===== src/rtl/core_datapath_pkg.sv =====
// Shared types and bit-index constants for the per-core datapath.
package core_datapath_pkg;

  localparam int REG_WIDTH_DEF = 12;
  localparam int IR_WIDTH_DEF  = 8;

  typedef enum logic [2:0] {
    ALU_CLR  = 3'd0,
    ALU_PASS = 3'd1,
    ALU_ADD  = 3'd2,
    ALU_SUB  = 3'd3,
    ALU_MUL  = 3'd4,
    ALU_INC  = 3'd5
  } alu_op_t;

  typedef enum logic [3:0] {
    BUS_DM = 4'd0,
    BUS_PC = 4'd1,
    BUS_IR = 4'd2,
    BUS_RL = 4'd3,
    BUS_RC = 4'd4,
    BUS_RP = 4'd5,
    BUS_RQ = 4'd6,
    BUS_R1 = 4'd7,
    BUS_AC = 4'd8,
    BUS_R  = 4'd9
  } bus_in_sel_t;

  typedef logic [9:0] wrEnReg_t;
  typedef logic [3:0] inc_reg_t;

  // wrEnReg packing is {AR, R, PC, IR, RL, RC, RP, RQ, R1, AC}
  localparam int WR_AR = 9;
  localparam int WR_R  = 8;
  localparam int WR_PC = 7;
  localparam int WR_IR = 6;
  localparam int WR_RL = 5;
  localparam int WR_RC = 4;
  localparam int WR_RP = 3;
  localparam int WR_RQ = 2;
  localparam int WR_R1 = 1;
  localparam int WR_AC = 0;

  // incReg packing is {PC, RC, RP, RQ}
  localparam int INC_PC = 3;
  localparam int INC_RC = 2;
  localparam int INC_RP = 1;
  localparam int INC_RQ = 0;

endpackage


===== src/rtl/core_datapath_alu.sv =====
// Combinational ALU: A is the accumulator, B is the bus. Results wrap.
// ALU_OVF_FLAG_EN adds the unsigned overflow output ovf.
module core_datapath_alu
  import core_datapath_pkg::*;
#(
  parameter int REG_WIDTH = REG_WIDTH_DEF
) (
  input  logic [REG_WIDTH-1:0] a,
  input  logic [REG_WIDTH-1:0] b,
  input  alu_op_t              op,
  output logic [REG_WIDTH-1:0] result
`ifdef ALU_OVF_FLAG_EN
  ,
  output logic                 ovf
`endif
);

  localparam logic [REG_WIDTH-1:0] ONE = REG_WIDTH'(1);

  logic [REG_WIDTH-1:0] add_s;
  logic [REG_WIDTH-1:0] mul_lo;

`ifdef ALU_OVF_FLAG_EN
  logic                 add_c;
  logic [REG_WIDTH-1:0] mul_hi;

  assign {add_c, add_s}   = {1'b0, a} + {1'b0, b};
  assign {mul_hi, mul_lo} = {{REG_WIDTH{1'b0}}, a} * {{REG_WIDTH{1'b0}}, b};

  always_comb begin
    ovf = 1'b0;
    case (op)
      ALU_ADD: ovf = add_c;
      ALU_SUB: ovf = (a < b);
      ALU_MUL: ovf = |mul_hi;
      ALU_INC: ovf = &a;
      default: ovf = 1'b0;
    endcase
  end
`else
  assign add_s  = a + b;
  assign mul_lo = a * b;
`endif

  always_comb begin
    result = '0;
    case (op)
      ALU_CLR:  result = '0;
      ALU_PASS: result = b;
      ALU_ADD:  result = add_s;
      ALU_SUB:  result = a - b;
      ALU_MUL:  result = mul_lo;
      ALU_INC:  result = a + ONE;
      default:  result = '0;
    endcase
  end

endmodule


===== src/rtl/core_datapath.sv =====
// Per-core datapath: register file, shared bus mux, ALU and Z flag.
// ALU_OVF_FLAG_EN adds a registered overflow flag output ovf.
module core_datapath
  import core_datapath_pkg::*;
#(
  parameter int REG_WIDTH = REG_WIDTH_DEF,
  parameter int IR_WIDTH  = IR_WIDTH_DEF
) (
  input  logic                 clk,
  input  logic                 rst,
  input  alu_op_t              aluOp,
  input  inc_reg_t             incReg,
  input  wrEnReg_t             wrEnReg,
  input  bus_in_sel_t          busSel,
  input  logic                 ZWrEn,
  input  logic [IR_WIDTH-1:0]  insMemData,
  input  logic [REG_WIDTH-1:0] dataMemData,
  output logic [REG_WIDTH-1:0] insMemAddr,
  output logic [REG_WIDTH-1:0] dataMemAddr,
  output logic [REG_WIDTH-1:0] dataMemWrData,
  output logic                 Zout
`ifdef ALU_OVF_FLAG_EN
  ,
  output logic                 ovf
`endif
);

  localparam logic [REG_WIDTH-1:0] ONE = REG_WIDTH'(1);

  logic [REG_WIDTH-1:0] ar_q, r_q, pc_q, rl_q, rc_q, rp_q, rq_q, r1_q, ac_q;
  logic [IR_WIDTH-1:0]  ir_q;
  logic                 z_q;
  logic [REG_WIDTH-1:0] bus;
  logic [REG_WIDTH-1:0] alu_out;

  always_comb begin
    bus = '0;
    case (busSel)
      BUS_DM:  bus = dataMemData;
      BUS_PC:  bus = pc_q;
      BUS_IR:  bus = {{(REG_WIDTH-IR_WIDTH){1'b0}}, ir_q};
      BUS_RL:  bus = rl_q;
      BUS_RC:  bus = rc_q;
      BUS_RP:  bus = rp_q;
      BUS_RQ:  bus = rq_q;
      BUS_R1:  bus = r1_q;
      BUS_AC:  bus = ac_q;
      BUS_R:   bus = r_q;
      default: bus = '0;
    endcase
  end

`ifdef ALU_OVF_FLAG_EN
  logic alu_ovf;
  logic ovf_q;

  core_datapath_alu #(.REG_WIDTH(REG_WIDTH)) u_alu (
    .a      (ac_q),
    .b      (bus),
    .op     (aluOp),
    .result (alu_out),
    .ovf    (alu_ovf)
  );

  always_ff @(posedge clk) begin
    if (rst)        ovf_q <= 1'b0;
    else if (ZWrEn) ovf_q <= alu_ovf;
  end

  assign ovf = ovf_q;
`else
  core_datapath_alu #(.REG_WIDTH(REG_WIDTH)) u_alu (
    .a      (ac_q),
    .b      (bus),
    .op     (aluOp),
    .result (alu_out)
  );
`endif

  // A write on the same register as an increment takes priority.
  always_ff @(posedge clk) begin
    if (rst) begin
      ar_q <= '0;
      r_q  <= '0;
      pc_q <= '0;
      ir_q <= '0;
      rl_q <= '0;
      rc_q <= '0;
      rp_q <= '0;
      rq_q <= '0;
      r1_q <= '0;
      ac_q <= '0;
      z_q  <= 1'b0;
    end else begin
      if (wrEnReg[WR_AR]) ar_q <= bus;
      if (wrEnReg[WR_R])  r_q  <= bus;
      if (wrEnReg[WR_RL]) rl_q <= bus;
      if (wrEnReg[WR_R1]) r1_q <= bus;
      if (wrEnReg[WR_IR]) ir_q <= insMemData;
      if (wrEnReg[WR_AC]) ac_q <= alu_out;

      if (wrEnReg[WR_PC])      pc_q <= bus;
      else if (incReg[INC_PC]) pc_q <= pc_q + ONE;
      if (wrEnReg[WR_RC])      rc_q <= bus;
      else if (incReg[INC_RC]) rc_q <= rc_q + ONE;
      if (wrEnReg[WR_RP])      rp_q <= bus;
      else if (incReg[INC_RP]) rp_q <= rp_q + ONE;
      if (wrEnReg[WR_RQ])      rq_q <= bus;
      else if (incReg[INC_RQ]) rq_q <= rq_q + ONE;

      if (ZWrEn) z_q <= (alu_out == '0);
    end
  end

  assign insMemAddr    = pc_q;
  assign dataMemAddr   = ar_q;
  assign dataMemWrData = ac_q;
  assign Zout          = z_q;

endmodule


===== config.mk =====
export PLATFORM = sky130hd
export DESIGN_NAME = core_datapath
export DESIGN_NICKNAME = d
export VERILOG_FILES = /design/src/rtl/core_datapath_pkg.sv /design/src/rtl/core_datapath_alu.sv /design/src/rtl/core_datapath.sv
export SDC_FILE = /design/constraint.sdc
export NUM_CORES = 1
export LEC_CHECK = 0
export CAP_MARGIN = 20
export CORE_ASPECT_RATIO = 0.9
export CORE_UTILIZATION = 50
export DETAILED_ROUTE_END_ITERATION = 7
export PLACE_DENSITY = 0.68
export SYNTH_ARGS = -nofsm -noshare
export SYNTH_HDL_FRONTEND = slang
export SYNTH_HIERARCHICAL = 1
export SYNTH_SLANG_ARGS = --single-unit

===== constraint.sdc =====
create_clock -name clk -period 8.3 [get_ports clk]
set_input_delay 1.66 -clock clk [delete_from_list [all_inputs] [get_ports clk]]
set_output_delay 1.66 -clock clk [all_outputs]
set_load 0.05 [all_outputs]

# Word-level counts from Yosys, hierarchy flattened

Index checks and enable logic that the tools add are counted.

Register bits: 117
Bits of input ports: 44
Output and inout port bits: 37
Logic and storage cells: 49

$add $sub $neg: 7
Multiply operators: 1
Equality and inequality tests: 14
Mux-type cells: 10
Reduce and logical (&&, ||, !) cells: 6

Operator list:

| kind                    | number |
|---|---|
| $pmux W12 S10           | 1 |
| $mux W12                | 8 |
| $add A12 B1 Y12 const B | 5 |
| $pmux W12 S5            | 1 |
| $eq A4 B3 Y1 const B    | 4 |
| $add A12 B12 Y12        | 1 |
| $logic_not A12 Y1       | 1 |
| $mul A12 B12 Y12        | 1 |
| $sub A12 B12 Y12        | 1 |
| $eq A4 B2 Y1 const B    | 2 |
| $eq A4 B4 Y1 const B    | 2 |
| $reduce_bool A2 Y1      | 4 |
| $eq A3 B2 Y1 const B    | 2 |
| $eq A3 B3 Y1 const B    | 2 |
| $eq A4 B1 Y1 const B    | 1 |
| $logic_not A4 Y1        | 1 |
| $eq A3 B1 Y1 const B    | 1 |

# Depth between registers and ports, before layout

Gate-level depths: netlist of the first run.

Word-level depth: 5
Gate-level depth with buffers: 30
Mapped depth without buffers: 26

# By module

The synthesis of the first run kept the hierarchy.

Modules (own cells, without submodules):

| module            | times used | cells each | area each (µm²) | sequential area each (µm²) |
|---|---|---|---|---|
| core_datapath     | 1          | 684        | 6,015.8         | 2,342.2 |
| core_datapath_alu | 1          | 443        | 3,263.1         | 0.0 |

# Worst setup path after synthesis of the first run

No wires, ideal clock.

Path kind: in2reg
Start: in busSel[2]
End: reg z_q (netlist: Zout)
Setup time: 70 ps
Data arrival time: 7,601 ps
Data required time: 8,230 ps
Slack: 628 ps
Stages on the path: 26
Buffers on the path: 4
Path through: buf_6 > buf_6 > buf_2 > or2_2 > o22ai_1 > nor3_4 > inv_1 > clkbuf_1 > nand2_1 > fa_1 > fa_1 > inv_1 > fa_1 > fa_1 > inv_1 > fa_1 > xor2_1 > xnor3_1 > xnor3_1 > xnor3_1 > xor2_1 > nand2_1 > o211ai_2 > nor4_1 > nand4_1 > a21oi_1

Word-level cells in the longest chain between the ends: 5
Elaborated cells on any way between the ends: 16
Classes of those cells: 2 x add/sub; 1 x mul; 9 x eq/ne; 2 x mux; 2 x reduce/logical

RTL lines:

| element                                        | line                    | RTL |
|---|---|---|
| start: declaration                             | core_datapath.sv:14     | `input bus_in_sel_t busSel,` |
| $eq A4 B4 Y1, or another cell as far along     | core_datapath.sv:38     | `case (busSel)` |
| $pmux W12 S10 *                                | core_datapath.sv:38     |  |
| named net bus[3]                               | core_datapath.sv:33     | `logic [REG_WIDTH-1:0] bus;` |
| $mul A12 B12 Y12, or another cell as far along | core_datapath_alu.sv:42 | `assign mul_lo = a * b;` |
| $pmux W12 S5 *                                 | core_datapath_alu.sv:47 | `case (op)` |
| named net alu_out[11]                          | core_datapath.sv:34     | `logic [REG_WIDTH-1:0] alu_out;` |
| $logic_not A12 Y1 *                            | core_datapath.sv:111    | `if (ZWrEn) z_q <= (alu_out == '0);` |
| end signal: assignment                         | core_datapath.sv:111    |  |
| end: declaration                               | core_datapath.sv:32     | `logic z_q;` |

The timed path passes the listed nets; every way through them passes the cells marked *.
A chain may end at the register's enable or synchronous reset.

# Final worst setup path of the first run

Start: in busSel[0]
End: reg z_q (netlist: Zout)

Same word-level chain as after synthesis.

==> flow_summary.yaml, run 1 <==
finish:
  area_growth_pct: 18.69
  diodes: 0
  fillers: 1611
  layout.nets: 1327
  drive_gt1_frac: 0.09008
synthesis:
  synth-simple-area-share: 0.2147
  synth_edf_count: 0
  synthAdderAreaFrac: 0.1470
  synth_nets: 1256
  ys_seq_elements: 117
  yosysSeqAreaShare: 0.2524
  ys_async_sr_fraction: 0
  synth_mux_area_frac: 0.05839
  yosysWarnings: 6
  netlist_area_sq_um: 9279
  synth_top_family_by_area: "simple AND/OR/NAND/NOR gates"
  netlist_instances: 1127
  syn_area_per_cell_sq_um: 8.233
  synth_xor_area_frac: 0.07147
  synth.distinct_cells: 79
  synth_compound_area_frac: 0.1843
  synth_flop_cell: "dfxtp_1"
floorplanning:
  initial_core_util: 0.5184
  fp.dieH_um: 131.2
  die_area_sq_um: 19110
  core_sq_um: 17900
  rows: 46
  io_pins: 81
  die_width_um: 145.6
clock_tree:
  clkLatencyLatePin_ns: 0.41
  cts-root-buf: "clkbuf_16"
  holdBufCountCts: 0
  cts_tree: "yes"
  cts.clk_slew.worst_paths_ns: 0.06
  ctsLongestPathBuffers: 2
  clock_sinks: 117
  h-tree-depth: 4
  cts_made_buffers: 17
placed_design:
  dp_hpwl_um: 20980
  port_buffers: 80
  pre_cts_slack_ns: 0.01787
  globalplace.congestion: 0.9284
worst_setup_path:
  required_ns: 8.63
  critPathMaxFanout: 12
  path_delay_family: "adder cells"
  slowest_delay_ns: 0.62
  cp_num_buf_inv: 8
  critPathKind: "in2reg"
  slowest_stage: "clkdlybuf4s50_1"
  worstSetupEndpointType: "flop"
  cp.arrival_ns: 8.20
  start_kind: "input port"
job:
  drv_cap: 0
sta:
  rsz0062_at_grt: "false"
  finalSetupTns_ns: 0
  setup-violations-final: 0
  hold_viol_final: 0
  max_freq_mhz: 127.1
  finalMaxSlewViolations: 0
  tightestPinTransition_ns: 0.9324
  clock_skew_ns: 0.01753
  period_share: 0.9479
  setup_slack_ns: 0.4325
  fin_crit_ns: 7.868
  maxSlewHeadroom: 0.3764
detailed_routing:
  vias: 8641
  drtAntennaViolNets: 0
  vias_per_cell: 5.959
  wl_um: 29170
  first_pass_iters: 6
  wl_per_cell_um: 20.11
  initialDrtViolationCount: 937
  drc_errors: 0
global_route:
  grt_pass1_wl_um: 45530
  grt_max_degree: 74
  grt_antenna_before_repair: 0
  grt_overflow: 0
  grt_usage: 0.3052
  grt_pass1_vias: 8000
outcome:
  status: "completed"
power:
  ir_drop_mv: 0.1242
  power_mw: 1.758
  p_per_area_nw_per_um2: 159.6
  leakagePower_nw: 4.627
hold_path:
  min_path_type: "reg2reg"
==> timing repair <==
action	CTS	global route
endpoints found under the setup margin	0	1
resized for setup	0	1
setup buffers	0	0
==> kinds of logic (layout without fill, tap and decap cells) <==
| family | after synthesis | in the layout |
|---|---|---|
| adders and majority gates | 85 | 85 |
| xor gates and xnor gates | 69 | 69 |
| buffers and inverters | 163 | 246 |
| AOI/OAI and AO/OA | 229 | 229 |
| muxes | 50 | 50 |
| DFF | 117 | 117 |
| and+or+nand+nor | 414 | 414 |
==> stage by stage <==
stage,hold slack (ns),instance area [sq um],utilization,cells
6_report,0.4853,11010,0.6153,1450
5_1_grt,0.4957,11010,0.6153,1450
4_1_cts,0.4824,11010,0.6151,1450
3_5_place_dp,0.4764,10410,0.5815,1419
3_3_place_gp,0.4697,10410,0.5815,1419
2_1_floorplan,0.4514,9279,-,1127
==> cells in the mapped netlist (5+ instances only) <==
cell      count  area [sq um]
fa_1         40         800.8
a22oi_1      20         150.1
buf_1         6         22.52
nand2b_1      5         31.28
mux2i_1      38         380.4
nand3_1      33         165.2
nand2_1     104         390.4
xnor2_1      38         332.8
and2_1       20         125.1
o21ai_0      21         105.1
dfxtp_1     117          2342
nand4_1      19         118.9
a31oi_1       5         31.28
clkbuf_1     50         187.7
and3_1        6         37.54
ha_1         45         563.0
buf_2         7         35.03
nor2_1      146         548.0
a32oi_1       7         61.31
inv_1        92         345.3
buf_6         5         56.30
mux2_2       10         112.6
a21oi_1      23         115.1
a211oi_1    101         758.2
o22ai_1       8         50.05
nor3_1       18         90.09
xor2_1       27         236.5
nor2b_1      17         106.4
nor4_1       10         62.56
==> worst paths after layout <==
path | from | to | cells past startpoint | slack [ns]
max | busSel[0] | Zout | 28 | 0.43
min | dataMemAddr[9] | dataMemAddr[9] | 2 | 0.49
max reg2reg | dataMemWrData[3] | Zout | 22 | 1.84
min reg2reg | dataMemAddr[9] | dataMemAddr[9] | 2 | 0.49
==> area by class of cell <==
class / count / area [sq um] / area share
Inverter: 93 / 349.1 / 0.03170
Timing Repair Buffer: 122 / 1149 / 0.1043
Multi-Input combinational cell: 847 / 6271 / 0.5694
Tap cell: 240 / 300.3 / 0.02727
Clock inverter: 8 / 123.9 / 0.01125
Clock buffer: 23 / 478.0 / 0.04340
Sequential cell: 117 / 2342 / 0.2127
==> metal layers <==
| layer | part of all wire | vias up | GRT usage | routed length [um] |
|---|---|---|---|---|
| met1 | 0.46 | 4090 | 0.4510 | 13320 |
| li1 | - | 4093 | - | - |
| met2 | 0.43 | 424 | 0.4530 | 12490 |
| met4 | 0.014 | 0 | 0.05614 | 413 |
| met5 | 0 | - | 0 | 0 |
| met3 | 0.10 | 34 | 0.06944 | 2942 |
==> report_power, final <==
part	switching (mW)	total, mW	internal (mW)
clock network	0.255	0.749	0.494
registers	0.0476	0.645	0.598
logic	0.222	0.363	0.141
==> layout by cell type (no fill, tap or decap), types with 19 or more instances in the layout <==
master	netlist	final
o21ai_0	21	21
a211oi_1	101	101
inv_1	92	92
fa_1	40	40
a21oi_1	23	23
mux2i_1	38	38
clkdlybuf4s50_1	0	77
nand2_1	104	104
ha_1	45	45
nor2_1	146	146
nand4_1	19	19
nand3_1	33	33
and2_1	20	20
dfxtp_1	117	117
a22oi_1	20	20
xnor2_1	38	38
buf_4	2	40
xor2_1	27	27
==> worst min-delay path, stage by stage, from the launching register on <==
cell,delay [ns]
dfxtp_1,0.31
nor2_1,0.08
a211oi_1,0.05
Power figures use the tool's default switching activity.
==> run 2, diff against run 1 <==
--- a/config.mk
+++ b/config.mk
@@ -9,6 +9,7 @@
 export CORE_ASPECT_RATIO = 0.9
 export CORE_UTILIZATION = 50
 export DETAILED_ROUTE_END_ITERATION = 7
+export GPL_TIMING_DRIVEN = 1
 export PLACE_DENSITY = 0.68
 export SYNTH_ARGS = -nofsm -noshare
 export SYNTH_HDL_FRONTEND = slang
==> results of run 2 <==
Same layout as run 1: the final DEF is identical, and so are final timing and power.
